===== src/rtl/pack_receiver.sv =====
// pack_receiver: NoC ejection endpoint with address filtering, length policing and FWFT output FIFO.
module pack_receiver #(
  parameter int DATA_SIZE    = 32,
  parameter int ADDR_SIZE    = 4,
  parameter int ADDR         = 0,
  parameter int MEM_LOG2     = 4,
  parameter int MAX_PACK_LEN = 8
) (
  input  logic                           clk,
  input  logic                           a_rst,
  input  logic [DATA_SIZE+ADDR_SIZE:0]   data_i,
  input  logic                           wr_ready_in,
  output logic                           r_ready_out,
  output logic [DATA_SIZE-1:0]           pkt_data_o,
  output logic                           pkt_last_o,
  output logic                           pkt_valid_o,
  input  logic                           pkt_ready_i,
  output logic [31:0]                    recv_packs,
  output logic [31:0]                    drop_packs,
  output logic                           err_addr,
  output logic                           err_len
);
  localparam int LW = $clog2(MAX_PACK_LEN + 1);
  localparam logic [ADDR_SIZE-1:0] ME = ADDR_SIZE'(ADDR);
  localparam logic [LW-1:0] MAXL = LW'(MAX_PACK_LEN);
  typedef enum logic [1:0] {HEAD, BODY, DROP} state_t;
  state_t state, nxt;
  logic rst_done;
  logic [LW-1:0] len;
  logic [DATA_SIZE:0] mem [2**MEM_LOG2];
  logic [MEM_LOG2-1:0] wp, rp;
  logic [MEM_LOG2:0] cnt;
  logic full, empty, acc, last, hit, over, push, pop;
  // cnt never exceeds the depth, so its MSB alone marks full
  assign full = cnt[MEM_LOG2];
  assign empty = cnt == '0;
  assign r_ready_out = rst_done && (state == DROP || !full);
  assign acc = wr_ready_in && r_ready_out;
  assign last = data_i[DATA_SIZE+ADDR_SIZE];
  assign hit = data_i[DATA_SIZE+:ADDR_SIZE] == ME;
  assign over = !last && (state == HEAD ? MAX_PACK_LEN == 1 : len + 1'b1 == MAXL);
  assign push = acc && (state == BODY || (state == HEAD && hit));
  assign pop = pkt_valid_o && pkt_ready_i;
  assign pkt_valid_o = !empty;
  assign {pkt_last_o, pkt_data_o} = empty ? '0 : mem[rp];
  // an overlength packet is closed early, then its remaining flits are dropped
  always_comb
    nxt = (state == DROP || (state == HEAD && !hit)) ? (last ? HEAD : DROP)
        : over ? DROP : last ? HEAD : BODY;
  always_ff @(posedge clk)
    if (push) mem[wp] <= {last || over, data_i[DATA_SIZE-1:0]};
  always_ff @(posedge clk or posedge a_rst)
    if (a_rst) begin
      state      <= HEAD;
      rst_done   <= 1'b0;
      len        <= '0;
      wp         <= '0;
      rp         <= '0;
      cnt        <= '0;
      recv_packs <= '0;
      drop_packs <= '0;
      err_addr   <= 1'b0;
      err_len    <= 1'b0;
    end else begin
      rst_done <= 1'b1;
      if (acc) state <= nxt;
      if (push) len <= state == HEAD ? LW'(1) : len + 1'b1;
      if (push) wp <= wp + 1'b1;
      if (pop) rp <= rp + 1'b1;
      cnt <= cnt + (MEM_LOG2+1)'(push) - (MEM_LOG2+1)'(pop);
      if (push && (last || over)) recv_packs <= recv_packs + 32'd1;
      if (push && over) err_len <= 1'b1;
      if (acc && state == HEAD && !hit) begin
        drop_packs <= drop_packs + 32'd1;
        err_addr   <= 1'b1;
      end
    end
endmodule


===== config.mk =====
export PLATFORM = sky130hd
export DESIGN_NAME = pack_receiver
export DESIGN_NICKNAME = d
export VERILOG_FILES = /design/src/rtl/pack_receiver.sv
export SDC_FILE = /design/constraint.sdc
export NUM_CORES = 1
export LEC_CHECK = 0
export BUFFER_PORTS_ARGS = -buffer_cell sky130_fd_sc_hd__clkbuf_2
export CAP_MARGIN = 15
export CORE_MARGIN = 2
export CORE_UTILIZATION = 38
export DETAILED_ROUTE_END_ITERATION = 6
export PLACE_DENSITY_LB_ADDON = 0.15
export SYNTH_ARGS = -nofsm -noshare
export SYNTH_HDL_FRONTEND = slang
export SYNTH_SLANG_ARGS = --single-unit

===== constraint.sdc =====
create_clock -name clk -period 3.3 [get_ports clk]
set_input_delay 0.33 -clock clk [delete_from_list [all_inputs] [get_ports clk]]
set_output_delay 0.33 -clock clk [all_outputs]
set_load 0.05 [all_outputs]

==> results.json <==
{
  "grt_max_degree": 57,
  "cts_buffer_depth": 3,
  "via_per_inst": 5.28,
  "cts_num_sinks": 614,
  "crit_path_start": "rp[3]",
  "dpl_cell_area_um2": 26200,
  "fin_crit_sh": 0.939,
  "synth_top_area_frac": 0.661,
  "end_kind": "primary output",
  "first_iter_violations": 974,
  "synthTopCellsByArea": "edfxtp_1 66%, mux4_2 12%, dfrtp_1 9.0%",
  "fin_tns_setup_ps": 0,
  "gp_congestion": 0.753,
  "cp-start-kind": "register",
  "skew_ps": 29.5,
  "ys_async_sr_fraction": 0.140,
  "dominantRegCellSynth": "edfxtp_1",
  "portBuffers": 141,
  "wl_mm": 55.4,
  "fmax_mhz": 323,
  "min_path_type": "in2reg",
  "total_power_w": 0.0230,
  "drtAntennaViolNets": 0,
  "regToRegStartpoint": "cnt[4]",
  "synthToLayoutAreaGrowth_pct": 18.3,
  "yosys_warnings": 0,
  "grt_pass1_wl_mm": 83.4,
  "yosys.area.top_type": "edfxtp_1",
  "die_y_um": 255,
  "routedWlPerCell_um": 24.0,
  "min_period_ps": 3100,
  "vdd_drop_max_mv": 0.362,
  "syn_inst": 1195,
  "cts-htree-levels": 3,
  "ys_seq_elements": 614,
  "max-slew-margin-rel": 0.343,
  "dieArea_um2": 65100,
  "synth_area_per_cell_um2": 20.1,
  "maxSlewViolCount": 0,
  "synthSimpleGateAreaFrac": 0.0405,
  "criticalPathCategory": "reg2out",
  "outcome": "completed",
  "hpwl_mm": 31.3,
  "ff2ff_setup_slack_ps": 640,
  "hold_violations": 0,
  "synth_cell_types": 49,
  "met2_usage": 0.289,
  "vias": 12200,
  "synth_compound_area_frac": 0.0352,
  "busiest_layer": "met2",
  "synth.most_common_cell": "edfxtp_1",
  "core_area_um2": 62700,
  "synth_edf_count": 528,
  "grt_pass1_vias": 12800,
  "worst_pin_slew_ps": 984,
  "synth_xor_area_frac": 0.0267,
  "antenna_found_initial": 1,
  "synth_top_family_by_area": "multiplexers",
  "power_density_nw_per_um2": 812,
  "setup_viol": 0,
  "clk_pin_slew_ps": 60,
  "initial_core_util": 0.382,
  "drtPass1Iterations": 5,
  "synth-seq-area-share": 0.751,
  "tritoncts": "done",
  "cts_resized": 0,
  "ios": 142,
  "dieWidth_um": 255,
  "syn_nets": 1252,
  "clock-root-buffer": "clkbuf_16",
  "cp-endpoint": "pkt_data_o[13]",
  "met1_usage": 0.239,
  "drive_gt1_frac": 0.310,
  "maxCapViolations": 0,
  "netlist_area_um2": 24000,
  "synth_mux_area_frac": 0.125,
  "synth-adder-area-share": 0.00866,
  "rsz0062_at_grt": "no",
  "final_area_um2": 28400,
  "met3_usage": 0.0350,
  "synth_common_cells": "528 x edfxtp_1, 132 x mux4_2, 86 x dfrtp_1",
  "crit_arrival_ps": 2770,
  "placementRows": 92,
  "cts_inserted_buffers": 67,
  "r2r_end": "cnt[4]",
  "fin_nets": 1462,
  "globalRouteTotalUtil": 0.175,
  "critPathRequiredTime_ps": 2970,
  "clk_latency_ps": 610,
  "grt_overflow": 0,
  "n_antenna_cell": 0,
  "ff2ff_path_depth": 11,
  "post-route-util": 0.452,
  "path_max_fanout": 19,
  "leakagePower_nw": 9.78,
  "route.detailed.drc": 0
}
-- cell type report --
type                    instances  area [um2]
repair buffers                198        1390
multi-input cells             510        5730
clock inverters                31         299
well taps                     846        1060
flip-flops and latches        614       18000
fillers                      5374       34400
inverters                      14        53.8
clock buffers                  91        1820
-- power breakdown --
group          total [W]  internal [W]  switching (W)  leakage [nW]
logic            0.00692       0.00260        0.00432          2.86
registers        0.00883       0.00857       0.000268          5.89
clock network    0.00728       0.00427        0.00301          1.03
-- critical path: stages (launching register included) --
cell      delay, ps
dfrtp_1         520
nor2b_4         570
buf_12          280
a22oi_1         100
a21oi_1         340
clkbuf_2        350
-- per-stage QoR --
| stage | hold WS [ps] | instances | setup slack [ps] |
|---|---|---|---|
| after floorplan | 426 | 1195 | 683 |
| after global placement | 451 | 2174 | 614 |
| after CTS | 90.1 | 2299 | 21.9 |
| final | 136 | 2304 | 202 |
| after global routing | 131 | 2304 | 72.5 |
| after detailed placement | 457 | 2174 | 608 |
-- layer usage --
metal | vias up | share of wire
met5 | - | 0.00023
met2 | 297 | 0.49
met4 | 2 | 0.015
li1 | 5318 | -
met1 | 6486 | 0.44
met3 | 61 | 0.054
-- kinds of logic (layout without fill, tap and decap cells) --
group	count (synthesis)	count (layout)
adders and majority gates	16	16
DFF	614	614
buffers and inverters	71	334
and+or+nand+nor	163	163
other	1	1
xor gates and xnor gates	73	73
muxes	135	135
AOI/OAI and AO/OA	122	122
-- placed cells by master (no fill, tap or decap), types with 12 or more instances in the layout --
master	instances
inv_1	12
xor2_1	12
buf_12	20
clkinv_1	14
clkbuf_16	69
edfxtp_1	528
nor2_1	13
a22oi_1	66
xnor2_1	61
and3_1	18
mux4_2	132
clkbuf_1	21
dfrtp_1	84
ha_1	15
a21oi_1	39
clkbuf_2	141
nand4_1	26
nand3_1	27
nand2_1	31
buf_4	34
-- worst min-delay path by stage --
stage	startpoint	cells after the start	slack, ps	to
2_1_floorplan	data_i[36]	1	430	err_len
3_3_place_gp	err_addr	1	450	err_addr
3_5_place_dp	err_addr	1	460	err_addr
4_1_cts	data_i[34]	4	90	state[0]
5_1_grt	data_i[9]	1	130	mem[0][9]
6_report	data_i[8]	1	140	mem[0][8]
-- registers in the layout, indices dropped and copies added, names as in the netlist --
register,flops
rp,4
len,4
cnt,5
mem,528
err_addr,1
err_len,1
wp,4
recv_packs,32
rst_done,1
state,2
drop_packs,32
-- timing repair --
item	in CTS	in global routing
setup endpoints to repair	0	16
endpoints found under the hold margin	55	0
setup buffers	0	5
hold buffers	3	0
Power figures use the tool's default switching activity.
